### src/rtl/seq_div_pkg.sv
// Shared definitions for the sequential restoring divider: state encoding and default width.
package seq_div_pkg;

  localparam int DEFAULT_N = 4;

  typedef enum logic [1:0] {
    IDLE = 2'd0,
    RUN  = 2'd1,
    DONE = 2'd2
  } state_t;

endpackage

### src/rtl/seq_div_if.sv
// Start/done handshake bundle between a requester (master) and the divider (slave).
interface seq_div_if
  import seq_div_pkg::*;
#(
  parameter int N = DEFAULT_N
);

  logic         start;
  logic [N-1:0] dividend;
  logic [N-1:0] divisor;
  logic         busy;
  logic         done;
  logic [N-1:0] quotient;
  logic [N-1:0] remainder;
  logic         div_by_zero;

  modport master (
    output start, dividend, divisor,
    input  busy, done, quotient, remainder, div_by_zero
  );

  modport slave (
    input  start, dividend, divisor,
    output busy, done, quotient, remainder, div_by_zero
  );

endinterface

### src/rtl/seq_div_gen_sub.sv
// W-bit ripple-borrow subtractor (a - b) built from a chain of gate-level full-subtractor cells.
module gen_sub
  import seq_div_pkg::*;
#(
  parameter int W = DEFAULT_N + 1
) (
  output logic [W-1:0] difference,
  output logic         borrow_out,
  input  logic [W-1:0] a,
  input  logic [W-1:0] b
);

  logic [W:0] borrow;

  assign borrow[0] = 1'b0;

  for (genvar i = 0; i < W; i++) begin : g_cell
    logic axb;
    assign axb           = a[i] ^ b[i];
    assign difference[i] = axb ^ borrow[i];
    // Borrow out when a<b at this bit, or when the bits are equal and a borrow ripples in.
    assign borrow[i+1]   = (~a[i] & b[i]) | (~axb & borrow[i]);
  end

  assign borrow_out = borrow[W];

endmodule

### src/rtl/seq_div.sv
// Sequential unsigned restoring divider: one quotient bit per clock, start/done handshake.
module seq_div
  import seq_div_pkg::*;
#(
  parameter int N = DEFAULT_N
) (
  input  logic     clk,
  input  logic     rst_n,
  seq_div_if.slave bus
);

  localparam int CW = $clog2(N + 1);

  state_t        state;
  state_t        state_next;
  logic [CW-1:0] cnt;
  logic [N:0]    r;
  logic [N:0]    t;
  logic [N:0]    diff;
  logic [N:0]    r_next;
  logic [N-1:0]  q;
  logic [N-1:0]  q_next;
  logic [N-1:0]  d;
  logic          borrow;
  logic          accept;
  logic          last;
  logic [N-1:0]  quotient_r;
  logic [N-1:0]  remainder_r;
  logic          dbz_r;

  assign t = {r[N-1:0], q[N-1]};

  gen_sub #(.W(N + 1)) u_sub (
    .difference (diff),
    .borrow_out (borrow),
    .a          (t),
    .b          ({1'b0, d})
  );

  // A borrow means the trial subtraction failed, so the shifted remainder is restored.
  assign r_next = borrow ? t : diff;
  assign q_next = {q[N-2:0], ~borrow};
  assign accept = ((state == IDLE) || (state == DONE)) && bus.start;
  assign last   = (cnt == CW'(1));

  always_comb begin
    state_next = state;
    case (state)
      IDLE, DONE: begin
        if (bus.start) state_next = (bus.divisor == '0) ? DONE : RUN;
        else           state_next = IDLE;
      end
      RUN:     if (last) state_next = DONE;
      default: state_next = IDLE;
    endcase
  end

  always_ff @(posedge clk) begin
    if (!rst_n) begin
      state       <= IDLE;
      cnt         <= '0;
      r           <= '0;
      q           <= '0;
      d           <= '0;
      quotient_r  <= '0;
      remainder_r <= '0;
      dbz_r       <= 1'b0;
    end else begin
      state <= state_next;
      if (accept) begin
        if (bus.divisor != '0) begin
          q     <= bus.dividend;
          d     <= bus.divisor;
          r     <= '0;
          cnt   <= CW'(N);
          dbz_r <= 1'b0;
        end else begin
          quotient_r  <= '1;
          remainder_r <= bus.dividend;
          dbz_r       <= 1'b1;
        end
      end else if (state == RUN) begin
        r   <= r_next;
        q   <= q_next;
        cnt <= cnt - CW'(1);
        if (last) begin
          quotient_r  <= q_next;
          remainder_r <= r_next[N-1:0];
        end
      end
    end
  end

  assign bus.busy        = (state == RUN);
  assign bus.done        = (state == DONE);
  assign bus.quotient    = quotient_r;
  assign bus.remainder   = remainder_r;
  assign bus.div_by_zero = dbz_r;

endmodule

### src/flat_wrapper.sv
// flat-port wrapper written by rule: the top's interface ports become plain ports
module seq_div_flat import seq_div_pkg::*;
#(
  parameter int N = DEFAULT_N
)
  (clk, rst_n, bus_start, bus_dividend, bus_divisor, bus_busy, bus_done, bus_quotient, bus_remainder, bus_div_by_zero);
  seq_div_if #(.N(N)) bus_i ();
  input  logic clk;
  input  logic rst_n;
  input wire logic [$bits(bus_i.start)-1:0] bus_start;
  input wire logic [$bits(bus_i.dividend)-1:0] bus_dividend;
  input wire logic [$bits(bus_i.divisor)-1:0] bus_divisor;
  output wire logic [$bits(bus_i.busy)-1:0] bus_busy;
  output wire logic [$bits(bus_i.done)-1:0] bus_done;
  output wire logic [$bits(bus_i.quotient)-1:0] bus_quotient;
  output wire logic [$bits(bus_i.remainder)-1:0] bus_remainder;
  output wire logic [$bits(bus_i.div_by_zero)-1:0] bus_div_by_zero;
  assign bus_i.start = bus_start;
  assign bus_i.dividend = bus_dividend;
  assign bus_i.divisor = bus_divisor;
  assign bus_busy = bus_i.busy;
  assign bus_done = bus_i.done;
  assign bus_quotient = bus_i.quotient;
  assign bus_remainder = bus_i.remainder;
  assign bus_div_by_zero = bus_i.div_by_zero;
  seq_div #(.N(N)) u_core (.clk(clk), .rst_n(rst_n), .bus(bus_i));
endmodule
### config.mk
export PLATFORM = sky130hd
export DESIGN_NAME = seq_div_flat
export DESIGN_NICKNAME = d
export VERILOG_FILES = /design/src/rtl/seq_div_pkg.sv /design/src/rtl/seq_div_if.sv /design/src/rtl/seq_div_gen_sub.sv /design/src/rtl/seq_div.sv /design/src/flat_wrapper.sv
export SDC_FILE = /design/constraint.sdc
export NUM_CORES = 1
export LEC_CHECK = 0
export ABC_CLOCK_PERIOD_IN_PS = 2310
export BUFFER_PORTS_ARGS = -buffer_cell sky130_fd_sc_hd__buf_2
export CORE_MARGIN = 2
export CORE_UTILIZATION = 48
export CTS_CLUSTER_DIAMETER = 200
export CTS_CLUSTER_SIZE = 40
export DETAILED_ROUTE_END_ITERATION = 8
export MAX_ROUTING_LAYER = met4
export PLACE_DENSITY_LB_ADDON = 0.2
export SETUP_SLACK_MARGIN = 0.15
export SLEW_MARGIN = 0
export SYNTH_ARGS = -nofsm -noshare
export SYNTH_HDL_FRONTEND = slang
export SYNTH_SLANG_ARGS = --single-unit
### constraint.sdc
create_clock -name clk -period 2.31 [get_ports clk]
set_input_delay 0.462 -clock clk [delete_from_list [all_inputs] [get_ports clk]]
set_output_delay 0.462 -clock clk [all_outputs]
set_load 0.02 [all_outputs]
==> results of run 1 <==
-- area by class of cell --
cell class                 instances  area share [%]
timing repair buffer              25            9.65
sequential                        26            37.3
tap                               30            2.68
inverter                           9            2.41
clock buffer                       3            1.61
multi-input combinational         95            46.4
-- state kept, by name, summed over array words and instances (netlist names) --
register,cells
u_core.q,4
u_core.r,4
u_core.cnt,3
u_core.bus.quotient,4
u_core.bus.remainder,4
u_core.bus.div_by_zero,1
u_core.d,4
u_core.state,2
-- where the power goes --
part           leakage, nW  internal, mW  total [mW]  switching, mW
registers            0.213         0.485       0.512         0.0269
clock network       0.0138        0.0611       0.191          0.130
logic                0.360         0.110       0.256          0.146
total                0.587         0.656       0.959          0.303
-- critical path: cells and delay by family (launching register included) --
family,cells,cell delay (ns)
AOI/OAI and AO/OA,1,0.09
DFF,1,0.37
adders and majority gates,4,1.19
buffers and inverters,1,0.05
muxes,1,0.27
and+or+nand+nor,2,0.25
-- logic make-up (layout without fill, tap and decap cells) --
| family | count (synthesis) | after routing | synth area share, % |
|---|---|---|---|
| buffers and inverters | 17 | 37 | 5.50 |
| adders and majority gates | 6 | 6 | 8.10 |
| AOI/OAI and AO/OA | 37 | 37 | 21.8 |
| muxes | 2 | 2 | 1.66 |
| DFF | 26 | 26 | 43.2 |
| and+or+nand+nor | 49 | 49 | 19.0 |
| xor gates and xnor gates | 1 | 1 | 0.727 |
-- how the worst max path moves through the flow --
stage           startpoint                       to  slack [ns]
2_1_floorplan  u_core.q[3]              u_core.r[2]        0.13
3_3_place_gp   u_core.q[3]              u_core.r[0]        0.01
3_5_place_dp   u_core.q[3]              u_core.r[0]       -0.06
4_1_cts        u_core.q[3]  u_core.bus.remainder[2]        0.03
5_1_grt        u_core.q[3]              u_core.r[0]       -0.12
6_report       u_core.q[3]              u_core.r[0]      -0.002
-- cells in the mapped netlist (all sizes together), types with 2 or more instances --
master,n
buf,2
a22oi,4
nor2,18
a21oi,10
o21a,2
a311oi,3
nor2b,2
inv,9
o22ai,2
nand2,13
nand2b,3
clkbuf,6
a31oi,4
ha,3
nor3,3
fa,3
a41o,2
dfxtp,26
nand3,5
o221a,2
o21ai,6
mux2i,2
-- metal layers --
| layer | vias up | track usage, % | routed length, um |
|---|---|---|---|
| li1 | 526 | - | - |
| met1 | 502 | 27.8 | 1180 |
| met2 | 45 | 34.6 | 1270 |
| met3 | 7 | 3.89 | 197 |
| met4 | 0 | 8.75 | 43 |
| met5 | - | - | 0 |
-- what timing repair did --
item                                   4_1_cts  5_1_grt
buffers inserted                             0        1
endpoints found under the hold margin        0        0
gates resized for setup                      2        1
hold buffers                                 0        0
pin swaps                                    0        2
cloned                                       0        0
setup endpoints to repair                   10       10
-- per-stage QoR --
step | power (mW) | util, % | cells | area [um2]
final | 0.959 | 57.6 | 188 | 1400
after global routing | 1.01 | 57.6 | 188 | 1400
after CTS | 0.948 | 57.1 | 187 | 1390
after detailed placement | 0.756 | 55.9 | 184 | 1360
after global placement | 0.745 | 55.9 | 184 | 1360
after floorplan | 0.695 | - | 138 | 1240
==> summary.txt, run 1 <==
Worst setup path
  • CP endpoint kind: flip-flop
  • Top cell by count, worst path: fa_2
  • Setup Crit Path Kind: flip-flop to flip-flop
  • FF-to-FF setup slack: -0.002 ns
  • Arrival time worst endpoint: 2.56 ns
  • Critical path data required time: between 2 and 3 ns
  • Reg2reg start: u_core.q[3]
  • Reg2Reg Capture Point: u_core.r[0]
  • Worst-path fanout max: 7
  • Worst path slowest cell: dfxtp_2
  • Worst path cell trace: inv_2 -> ha_4 -> fa_2 -> fa_2 -> fa_2 -> nand2b_4 -> mux2i_1 -> nand4_1 -> o31ai_1
  • Slowest stage delay, CP: ~0.37 ns
  • Reg2Reg Depth: 9
  • Startpoint types: flip-flop

Clocking
  • Clk root buf: clkbuf_4
  • CTS tree: yes
  • H-tree Lvls: 1
  • CTS Buf Count: 3
  • Clock Latency Late Sink: about 0.32 ns
  • CTS Sinks: 26
  • Clock Path Buffers: 2
  • Clock slew at reported path FFs: ~0.14 ns

Min path
  • Hold EP: u_core.d[3]
  • Hold Crit Class: input port to flip-flop
  • Worst hold start: bus_divisor[3]
  • Min-Delay Path Depth: 3

STA
  • Fmax: between 400 and 500 MHz
  • Worst slew pin tran: 0.611 ns
  • Period Utilization, post-route: 100%
  • Setup ws final: -0.00213 ns
  • Final min period: between 2 and 2.5 ns
  • Worst rel slew slack: 59.2%
  • TNS Setup: -0.00213 ns
  • Clock Skew: around 0.0061 ns
  • Final Hold Viols: 0
  • # setup viols final: 1
  • Worst hold margin: about 0.42 ns
  • RSZ-0062 raised after global routing: true
  • Slew Limit Fails: 0

Synthesis
  • Mapped Area: around 1200 um2
  • Flops & latches, synth: 26
  • Yosys warns: 0
  • Top cells by area, synth: dfxtp_1, nor2_1, fa_1
  • Sequential area share after synthesis: between 40% and 50%
  • Async SR Flop Fraction: 0%
  • Area leader, netlist: dfxtp_1
  • Mapped Avg Cell Area: roughly 8.7 um2
  • Ys flop type: dfxtp_1
  • Syn Inst Count: 138
  • Post-synth cell types: 33
  • Share of the synthesized area in the top cell type: 43.2%
  • EDFF count, synth: 0
  • Syn_nets: approximately 160

Die
  • Die width: 54.1 um
  • Die Ht: around 54 um
  • Total core area: about 2400 um2
  • IO Pins: 22
  • Total die area: 2930 um2
  • Rows: 18
  • Initial Util: about 50%

GRT
  • Vias in the first global route: 937
  • Initial antenna violation count: 0
  • Largest net degree at the start of global routing: 21
  • Overflow left after global routing: 0
  • GR Util All Layers: about 22%
  • First-pass GRT wire length: around 4.4 mm

Power and ir drop
  • P_leak: 0.587 nW
  • VDD IR-drop max: just over 0.4 mV
  • Power density cells: just under 700 nW/um2

Detailed routing
  • Vias per inst: around 5.7
  • Routed Antenna Nets: 0
  • Drt wl/cell: ~14 um
  • Via Count: 1080
  • DRT Wirelength: about 2.7 mm
  • DR iter-0 viols: 42
  • DR DRC count: 0
  • Total iterations of the first detailed-routing run: 4

Placement
  • Buffers on Ports: 21
  • Dpl ws: -0.0571 ns
  • Hpwl dp: approximately 2.0 mm
  • Gpl congestion: 0.850

Finish
  • Area of the multi-input gates: approximately 650 um2
  • Layout Nets: approximately 180
  • Reg area: between 500 and 600 um2
  • Antenna diodes: 0
  • # fillers: ~230
  • Layout cell share with drive strength beyond 1: around a quarter
  • Most frequent cells in the layout: dfxtp_1, buf_2, nor2_1
  • P&R area growth vs syn: 16.2%
  • Leading cell type in the layout, fill and taps excluded: dfxtp_1

Outcome
  • Status: complete, but fails checks
  • Failing checks: negative setup slack

Flow run
  • Max-cap violations: 0
Power figures use the tool's default switching activity.
==> inputs of run 2 (changes only) <==
--- a/config.mk
+++ b/config.mk
@@ -12,6 +12,7 @@
 export CTS_CLUSTER_DIAMETER = 200
 export CTS_CLUSTER_SIZE = 40
 export DETAILED_ROUTE_END_ITERATION = 8
+export GPL_TIMING_DRIVEN = 0
 export MAX_ROUTING_LAYER = met4
 export PLACE_DENSITY_LB_ADDON = 0.2
 export SETUP_SLACK_MARGIN = 0.15
==> run 2 against run 1 <==
Against the previous run:
- the flow still finishes with violations (negative setup slack)
- core utilization grew 2.9 points
- hold slack lost 0.013 ns
- critical path depth grew 1
- sequential share of layout area shrank 1.8 points
- non-clock buffer count grew 7
- first-iteration DRC count shrank 43%
- critical path type unchanged
==> summary.txt, run 2 (same netlist as run 1, synthesis figures left out) <==
Outcome
  • Status: complete, but fails checks (unchanged)
  • Failing checks: negative setup slack (unchanged)

STA
  • TNS Setup: -0.480 ns (was -0.00213 ns)
  • Worst slew pin tran: 0.501 ns (was 0.611 ns)
  • RSZ-0062 raised after global routing: true (unchanged)
  • Worst rel slew slack: 66.6% (was 59.2%)
  • Final Hold Viols: 0 (unchanged)
  • Setup ws final: -0.106 ns (was -0.00213 ns)
  • Fmax: 414 MHz (was 433 MHz)
  • Worst hold margin: 0.406 ns (was 0.419 ns)
  • # setup viols final: 9 (was 1)
  • Final min period: 2.42 ns (was 2.31 ns)
  • Period Utilization, post-route: 105% (was 100%)
  • Clock Skew: 0.00456 ns (was 0.00610 ns)
  • Slew Limit Fails: 0 (unchanged)

Clocking
  • CTS Sinks: 26 (unchanged)
  • Clock Latency Late Sink: 0.31 ns (was 0.32 ns)
  • CTS Buf Count: 3 (unchanged)
  • H-tree Lvls: 1 (unchanged)
  • Clock Path Buffers: 2 (unchanged)
  • Clock slew at reported path FFs: 0.14 ns (about the same)
  • Clk root buf: clkbuf_4 (unchanged)
  • CTS tree: yes (unchanged)

Worst setup path
  • CP endpoint kind: flip-flop (unchanged)
  • WP buf/inv: 2 (was 1)
  • Worst path slowest cell: dfxtp_2 (unchanged)
  • Critical path data required time: 2.55 ns (was 2.56 ns)
  • Arrival time worst endpoint: 2.65 ns (was 2.56 ns)
  • Top cell by count, worst path: fa_2 (unchanged)
  • Crit path max-delay family: adder cells (unchanged)
  • Setup Crit Path Kind: flip-flop to flip-flop (unchanged)
  • Worst path cell trace: inv_2 -> ha_4 -> fa_2 -> fa_2 -> fa_2 -> nand2b_1 -> buf_8 -> mux2i_4 -> nand4_1 -> o31ai_1 (was inv_2 -> ha_4 -> fa_2 -> fa_2 -> fa_2 -> nand2b_4 -> mux2i_1 -> nand4_1 -> o31ai_1)
  • Worst-path fanout max: 7 (unchanged)
  • Slowest stage delay, CP: 0.37 ns (about the same)
  • Startpoint types: flip-flop (unchanged)

GRT
  • Initial antenna violation count: 0 (unchanged)
  • Overflow left after global routing: 0 (unchanged)
  • First-pass GRT wire length: 4.41 mm (unchanged)
  • Vias in the first global route: 977 (was 937)
  • GR Util All Layers: 21.9% (about the same)
  • Largest net degree at the start of global routing: 15 (was 21)

Die
  • Die width: 54.1 um (unchanged)
  • Total die area: 2930 um2 (unchanged)
  • IO Pins: 22 (unchanged)
  • Die Ht: 54.1 um (unchanged)
  • Total core area: 2430 um2 (unchanged)
  • Rows: 18 (unchanged)
  • Initial Util: 49.5% (unchanged)

Placement
  • Buffers on Ports: 21 (unchanged)
  • Cell Area, Placed: 1380 um2 (was 1360 um2)
  • Gpl congestion: 0.853 (was 0.850)
  • Cells after DPL: 189 (was 184)
  • Hpwl dp: 1.99 mm (was 2.00 mm)
  • Dpl ws: -0.0540 ns (was -0.0571 ns)

Detailed routing
  • Via Count: 1077 (was 1080)
  • DRT Wirelength: 2.74 mm (was 2.69 mm)
  • Routed Antenna Nets: 0 (unchanged)
  • Total iterations of the first detailed-routing run: 4 (unchanged)
  • DR iter-0 viols: 24 (was 42)
  • Vias per inst: 5.49 (was 5.74)
  • Drt wl/cell: 14.0 um (was 14.3 um)
  • DR DRC count: 0 (unchanged)

Finish
  • Reg area: 522 um2 (unchanged)
  • Layout cell share with drive strength beyond 1: 27.1% (was 25.9%)
  • # fillers: 215 (was 226)
  • Final Util: 60.5% (was 57.6%)
  • Leading cell type in the layout, fill and taps excluded: dfxtp_1 (unchanged)
  • Layout Nets: 184 (was 177)
  • P&R area growth vs syn: 22.1% (was 16.2%)
  • Fin cells: 196 (was 188)
  • Antenna diodes: 0 (unchanged)
  • Most frequent cells in the layout: dfxtp_1, buf_2, nor2_1 (unchanged)
  • Area of the multi-input gates: 667 um2 (was 649 um2)
  • Fin area: 1470 um2 (was 1400 um2)

Power and ir drop
  • Tot Pwr: 1.05 mW (was 959 uW)
  • P_leak: 0.610 nW (was 0.587 nW)
  • Power density cells: 711 nW/um2 (was 685 nW/um2)
  • VDD IR-drop max: 0.395 mV (was 0.415 mV)

Flow run
  • Max-cap violations: 0 (unchanged)

Min path
  • Hold Crit Class: input port to flip-flop (unchanged)
[run 2: per-layer routing]
layer | global-route usage [%] | routed length (um)
met1 | 29.4 | 1220
met2 | 32.9 | 1290
met3 | 2.78 | 187
met4 | 9.58 | 40
met5 | - | 0
[run 2: final cells by class]
| class | instances | area share [%] |
|---|---|---|
| plain buffers | 8 | 2.98 |
| clock buffers | 4 | 2.47 |
| inverters | 9 | 2.30 |
| multi-input cells | 95 | 45.3 |
| flip-flops and latches | 26 | 35.5 |
| well taps | 30 | 2.55 |
| repair buffers | 24 | 8.93 |
[run 2: worst paths after layout]
path                                      start           to  slack, ns  cells after the start
worst max-delay path                u_core.q[3]  u_core.r[0]      -0.11                     10
worst max register to register      u_core.q[3]  u_core.r[0]      -0.11                     10
worst min-delay path            bus_dividend[2]  u_core.q[2]       0.41                      3
worst min register to register      u_core.r[2]  u_core.r[2]       0.48                      2
[run 2: power breakdown]
group          internal [mW]  switching (mW)  total [mW]
Combinational          0.141           0.164       0.305
Clock                 0.0963           0.134       0.230
Sequential             0.485          0.0259       0.511
[run 2: repair_timing]
item                       in CTS  in global routing
setup endpoints to repair       8                 10
setup buffers                   2                  1
gates resized for setup         4                  4
hold buffers                    0                  0
pin swaps                       0                  1
cloned                          0                  0
[run 2: worst register-to-register path, stage by stage, from the launching register on]
cell and delay (ns):
dfxtp_2 0.37, inv_2 0.06, ha_4 0.15, fa_2 0.34, fa_2 0.35, fa_2 0.33
nand2b_1 0.11, buf_8 0.14, mux2i_4 0.26, nand4_1 0.13, o31ai_1 0.10
